`config.mk`:
```
export PLATFORM = sky130hd
export DESIGN_NAME = dac_source_scheduler
export DESIGN_NICKNAME = d
export VERILOG_FILES = /design/src/rtl/dac_source_scheduler.sv
export SDC_FILE = /design/constraint.sdc
export NUM_CORES = 1
export LEC_CHECK = 0
export ABC_AREA = 1
export BUFFER_PORTS_ARGS = -buffer_cell sky130_fd_sc_hd__buf_4
export CORE_AREA = 2 2 350 352
export DETAILED_ROUTE_END_ITERATION = 8
export DIE_AREA = 0 0 352 354
export PLACE_DENSITY = 0.43
export SLEW_MARGIN = 5
export SYNTH_ARGS = -nofsm -noshare
export SYNTH_HDL_FRONTEND = slang
export SYNTH_SLANG_ARGS = --single-unit
```
`constraint.sdc`:
```
create_clock -name clk -period 13.9 [get_ports clk]
set_input_delay 1.39 -clock clk [delete_from_list [all_inputs] [get_ports clk]]
set_output_delay 1.39 -clock clk [all_outputs]
set_load 0.005 [all_outputs]
```
`src/rtl/dac_source_scheduler.sv`:
```
// Timed source arbiter for the RFDC DAC AXIS port (DDS vs. direct-write) with zero-beat blanking on switch.
// Optional DAC_SCHED_SWITCH_CNT_EN adds a saturating switch_count output.
module dac_source_scheduler #(
  parameter int AXIS_DATA_WIDTH = 256,
  parameter int QUEUE_DEPTH     = 4,
  parameter int BLANK_CYCLES    = 2
) (
  input  logic                        clk,
  input  logic                        reset,
  input  logic [63:0]                 counter,
  input  logic                        auto_start,
  input  logic                        req_valid,
  output logic                        req_ready,
  input  logic                        req_src,
  input  logic [63:0]                 req_time,
  input  logic [AXIS_DATA_WIDTH-1:0]  dds_tdata,
  input  logic                        dds_tvalid,
  input  logic [AXIS_DATA_WIDTH-1:0]  dir_tdata,
  input  logic                        dir_tvalid,
  output logic                        dir_tready,
  output logic [AXIS_DATA_WIDTH-1:0]  m00_axis_tdata,
  output logic                        m00_axis_tvalid,
  input  logic                        m00_axis_tready,
  output logic                        active_src,
  output logic                        late_error,
  output logic [$clog2(QUEUE_DEPTH):0] pend_count
`ifdef DAC_SCHED_SWITCH_CNT_EN
  ,
  output logic [15:0]                 switch_count
`endif
);

  localparam int AW = $clog2(QUEUE_DEPTH);
  localparam int BW = (BLANK_CYCLES < 1) ? 1 : $clog2(BLANK_CYCLES + 1);

  typedef enum logic {ST_RUN = 1'b0, ST_BLANK = 1'b1} state_t;

  state_t        state;
  logic          q_src  [QUEUE_DEPTH];
  logic [63:0]   q_time [QUEUE_DEPTH];
  logic [AW-1:0] wr_ptr;
  logic [AW-1:0] rd_ptr;
  logic [AW:0]   count;
  logic [AW:0]   count_next;
  logic          full;
  logic [BW-1:0] blank_cnt;
  logic          target;
  logic          adv;
  logic          accept;
  logic          fire;
  logic          head_src;
  logic [63:0]   head_time;

  assign head_src   = q_src[rd_ptr];
  assign head_time  = q_time[rd_ptr];
  assign req_ready  = !full;
  assign accept     = req_valid && !full;
  assign fire       = auto_start && (count != '0) && (counter >= head_time) && (state == ST_RUN);
  assign adv        = m00_axis_tready || !m00_axis_tvalid;
  assign dir_tready = (state == ST_RUN) && active_src && adv;
  assign pend_count = count;

  always_comb begin
    count_next = count;
    if (accept && !fire)
      count_next = count + 1'b1;
    else if (!accept && fire)
      count_next = count - 1'b1;
  end

  // full resets high so req_ready only rises on the first clock after reset release
  always_ff @(posedge clk or posedge reset) begin
    if (reset) begin
      wr_ptr     <= '0;
      rd_ptr     <= '0;
      count      <= '0;
      full       <= 1'b1;
      late_error <= 1'b0;
    end else begin
      if (accept) begin
        wr_ptr <= wr_ptr + 1'b1;
        if (req_time < counter)
          late_error <= 1'b1;
      end
      if (fire)
        rd_ptr <= rd_ptr + 1'b1;
      count <= count_next;
      full  <= (count_next == (AW+1)'(QUEUE_DEPTH));
    end
  end

  always_ff @(posedge clk) begin
    if (accept) begin
      q_src[wr_ptr]  <= req_src;
      q_time[wr_ptr] <= req_time;
    end
  end

  always_ff @(posedge clk or posedge reset) begin
    if (reset) begin
      state           <= ST_RUN;
      active_src      <= 1'b0;
      target          <= 1'b0;
      blank_cnt       <= '0;
      m00_axis_tdata  <= '0;
      m00_axis_tvalid <= 1'b0;
    end else begin
      case (state)
        ST_RUN: begin
          if (adv) begin
            if (active_src) begin
              m00_axis_tdata  <= dir_tdata;
              m00_axis_tvalid <= dir_tvalid;
            end else begin
              m00_axis_tdata  <= dds_tdata;
              m00_axis_tvalid <= dds_tvalid;
            end
          end
          // a request naming the already-active source is simply consumed
          if (fire && (head_src != active_src)) begin
            if (BLANK_CYCLES == 0) begin
              active_src <= head_src;
            end else begin
              state     <= ST_BLANK;
              blank_cnt <= BW'(BLANK_CYCLES);
              target    <= head_src;
            end
          end
        end
        ST_BLANK: begin
          if (adv) begin
            m00_axis_tdata  <= '0;
            m00_axis_tvalid <= 1'b1;
            blank_cnt       <= blank_cnt - 1'b1;
            if (blank_cnt == BW'(1)) begin
              active_src <= target;
              state      <= ST_RUN;
            end
          end
        end
        default: state <= ST_RUN;
      endcase
    end
  end

`ifdef DAC_SCHED_SWITCH_CNT_EN
  logic switch_done;

  assign switch_done = ((BLANK_CYCLES == 0) && fire && (head_src != active_src)) ||
                       ((state == ST_BLANK) && adv && (blank_cnt == BW'(1)));

  always_ff @(posedge clk or posedge reset) begin
    if (reset)
      switch_count <= '0;
    else if (switch_done && (switch_count != 16'hFFFF))
      switch_count <= switch_count + 16'd1;
  end
`endif

endmodule
```
==> metrics.txt <==
result of the run=completed; DR WL/cell=around 25 µm; number of gates given a new drive strength after cts=0; Placed Cells incl. Taps=4737; average vias per placed instance=4.25; worst endpoint required time=approximately 13 ns; Die Span Y=around 350 µm; min-delay src=late_error$_DFFE_PP0P_; core outline area=about 0.12 mm²; P per Cell Area=between 200 and 250 mW/mm²; clock tree buffer depth=3; total negative slack=0 ns; post-synthesis async set-or-reset flop share=0.510; all-layer global routing usage=0.191; antenna viol nets, final=0; Synthesized Nets=around 3.1k; DPL Wire Length=between 90000 and 100000 µm; worst hold stages=1; pin count of the biggest net entering global routing=around 160; cell taking the most area after synthesis=sky130_fd_sc_hd__edfxtp_1; top cells by area, synth=sky130_fd_sc_hd__edfxtp_1 (31%), sky130_fd_sc_hd__dfrtp_1 (27%), sky130_fd_sc_hd__mux2i_1 (10%), sky130_fd_sc_hd__nand2_1 (8.5%), sky130_fd_sc_hd__ha_1 (6.7%); post-place instance area=roughly 0.034 mm²; Filler Cells Inserted=12.6k; synthesized area per cell=10.9 µm²; CTS H-tree lvls=3; Max-Slew Margin vs Limit=0.209; I/O pin count=around 910; layout net count=3969; Yosys Warn Count=0; # clock sinks=about 530; category of the worst setup path capture point=output port; number of antenna violations at the first check in global routing=19; Min-Delay Endpoint=late_error$_DFFE_PP0P_; Peak VDD IR=roughly 0.12 mV; CTS Buf Count=slightly above 70; via count=20.7k; launching element type of the critical path=input port; initial cell density of the core=0.208; Clock Skews=0.0370 ns; Syn-to-layout area delta=43.8%; reg-to-reg critical path endpoint=full$_DFF_PP1_; Tot Pwr=7.53 mW; pins over their slew limit=0; final std cell area, no fill=between 0.03 and 0.04 mm²; slew at the pin closest to its max-slew limit=1.18 ns; fraction of the cycle the final worst path needs=0.336; die footprint=between 0.1 and 0.15 mm²; start-to-end type of the worst setup path=input port to output port; largest fanout on the critical path=95; Finished Layout Cells=about 5k; number of cells on the worst reg-to-reg path=19; total overflow reported by the global router=0; number of rows created at floorplan=about 130; CTS tree=yes; clock-pin slew on the worst setup and hold paths=around 0.05 ns; unrepaired setup endpoints after global routing=false; worst hold-check path type=flip-flop to flip-flop; DRC errors left=0; weighted congestion reported at the end of routability-driven placement=~0.92; Port-buffer cells=between 900 and 1k; Horiz. Die Dim=roughly 350 µm; share of the yosys chip area belonging to registers=0.579; post-synthesis instance area=between 0.02 and 0.03 mm²; dominant cell by count in the synthesized netlist=sky130_fd_sc_hd__nand2_1; global-route wire length before repair=around 170000 µm; detailed router's first-iteration violation count=1301; list of most frequent post-synthesis cells=sky130_fd_sc_hd__nand2_1 (568), sky130_fd_sc_hd__o21ai_0 (279), sky130_fd_sc_hd__dfrtp_1 (270); number of enable flip-flop cells after synthesis=260; max capacitance violation total=0; Root Driver=sky130_fd_sc_hd__clkbuf_16; count of distinct cell types in the synthesized netlist=37; total iterations of the first detailed-routing run=5; count of buffers added by post-CTS timing repair for setup=0; area fraction of the dominant cell type after synthesis=0.310; Total Routed Length=~120000 µm; fmax=214 MHz; fraction of final layout cells with drive strength greater than 1=0.327; Mapped Cells=approximately 2.3k; number of global-route vias before repair=~21k; clock latency on the worst-skew pair=approximately 0.65 ns; Critical Path AT=approximately 3.3 ns; cts-stage hold buffer count=0; # setup viols final=0; clock period minus final worst setup slack=approximately 4.7 ns; leakage=approximately 17 nW; predominant post-synthesis flop cell=sky130_fd_sc_hd__dfrtp_1; post-synthesis register bit count=531; Register-to-Register Setup Slack=approximately 9.6 ns; FF-to-FF Start=rd_ptr[0]$_DFFE_PP0P_; Hold WS=0.465 ns; total count of hold-check failures in the final report=0
-- where the power goes --
part           switching, mW  total, mW  internal, mW
sequential             0.334       2.53          2.20
clock                  0.780       1.88          1.10
combinational           1.85       3.12          1.26
total                   2.97       7.53          4.57
-- worst max path at each step --
| stage | start | to | slack [ns] | depth (start not counted) |
|---|---|---|---|---|
| global route | m00_axis_tready | dir_tready | 9.04 | 6 |
| global placement | m00_axis_tready | m00_axis_tdata[80]$_DFFE_PP0P_ | 8.83 | 7 |
| floorplan | reset | active_src$_DFFE_PP0P_ | 5.04 | 1 |
| CTS | m00_axis_tready | dir_tready | 9.16 | 6 |
| detailed placement | m00_axis_tready | m00_axis_tdata[108]$_DFFE_PP0P_ | 8.80 | 7 |
| finish | m00_axis_tready | dir_tready | 9.23 | 6 |
-- sequential cells by signal, indices dropped and copies added (netlist names) --
register and count:
active_src 1, blank_cnt 2, full 1, late_error 1
m00_axis_tdata 256, m00_axis_tvalid 1, pend_count 3, q_src 4
q_time 256, rd_ptr 2, state 1, target 1
wr_ptr 2
-- cells in the final DEF (no fill, tap or decap), types with 3 or more instances in the layout --
| cell | count |
|---|---|
| sky130_fd_sc_hd__diode_2 | 8 |
| sky130_fd_sc_hd__clkinvlp_4 | 4 |
| sky130_fd_sc_hd__nor2_4 | 5 |
| sky130_fd_sc_hd__clkinv_16 | 5 |
| sky130_fd_sc_hd__dfrtp_1 | 268 |
| sky130_fd_sc_hd__o21ai_0 | 279 |
| sky130_fd_sc_hd__xor2_1 | 4 |
| sky130_fd_sc_hd__a211oi_1 | 4 |
| sky130_fd_sc_hd__a21o_1 | 4 |
| sky130_fd_sc_hd__a32o_1 | 64 |
| sky130_fd_sc_hd__bufinv_16 | 5 |
| sky130_fd_sc_hd__clkinv_1 | 7 |
| sky130_fd_sc_hd__inv_1 | 112 |
| sky130_fd_sc_hd__clkbuf_16 | 72 |
| sky130_fd_sc_hd__ha_1 | 135 |
| sky130_fd_sc_hd__nand4_1 | 9 |
| sky130_fd_sc_hd__nor2_2 | 5 |
| sky130_fd_sc_hd__mux2i_1 | 256 |
| sky130_fd_sc_hd__buf_4 | 928 |
| sky130_fd_sc_hd__nand2_2 | 3 |
| sky130_fd_sc_hd__edfxtp_1 | 260 |
| sky130_fd_sc_hd__clkinv_2 | 8 |
| sky130_fd_sc_hd__clkbuf_8 | 7 |
| sky130_fd_sc_hd__nand2_1 | 568 |
| sky130_fd_sc_hd__clkbuf_1 | 21 |
| sky130_fd_sc_hd__nand3_1 | 17 |
| sky130_fd_sc_hd__a21oi_1 | 128 |
| sky130_fd_sc_hd__nor2_1 | 35 |
-- cell families after synthesis --
family | synth area share
buffers and inverters | 0.0376
xor gates and xnor gates | 0.00174
DFF | 0.579
muxes | 0.102
and+or+nand+nor | 0.101
AOI/OAI and AO/OA | 0.111
adders and majority gates | 0.0671
-- metal layers --
metal  up-vias  global-route usage  routed length [µm]
met2       648               0.326               60400
met5         -                   0                  54
met3       102              0.0603                9300
li1       9904                   -                   -
met1     10050               0.236               50600
met4         8              0.0423                2150
-- area by class of cell --
cell class	count	area, µm²	share of cell area
Clock inverter	32	430	0.0119
Timing Repair Buffer	930	7010	0.194
Clock buffer	100	1980	0.0546
Multi-Input combinational cell	1535	9680	0.267
Sequential cell	531	14600	0.403
Tap cell	1625	2030	0.0562
Inverter	116	458	0.0126
Antenna cell	8	20.0	0.000553
-- stage by stage --
stage               setup slack [ns]   util
global route                    9.04  0.299
global placement                8.83  0.279
finish                          9.23  0.299
floorplan                       5.04      -
CTS                             9.16  0.299
detailed placement              8.80  0.279
-- critical path, stage by stage --
cell and delay, ns:
sky130_fd_sc_hd__buf_4 0.12, sky130_fd_sc_hd__nor2_4 0.70, sky130_fd_sc_hd__nor2_1 0.26, sky130_fd_sc_hd__inv_8 0.47
sky130_fd_sc_hd__nor2_1 0.09, sky130_fd_sc_hd__buf_4 0.16
(Power assumes the default switching activity.)
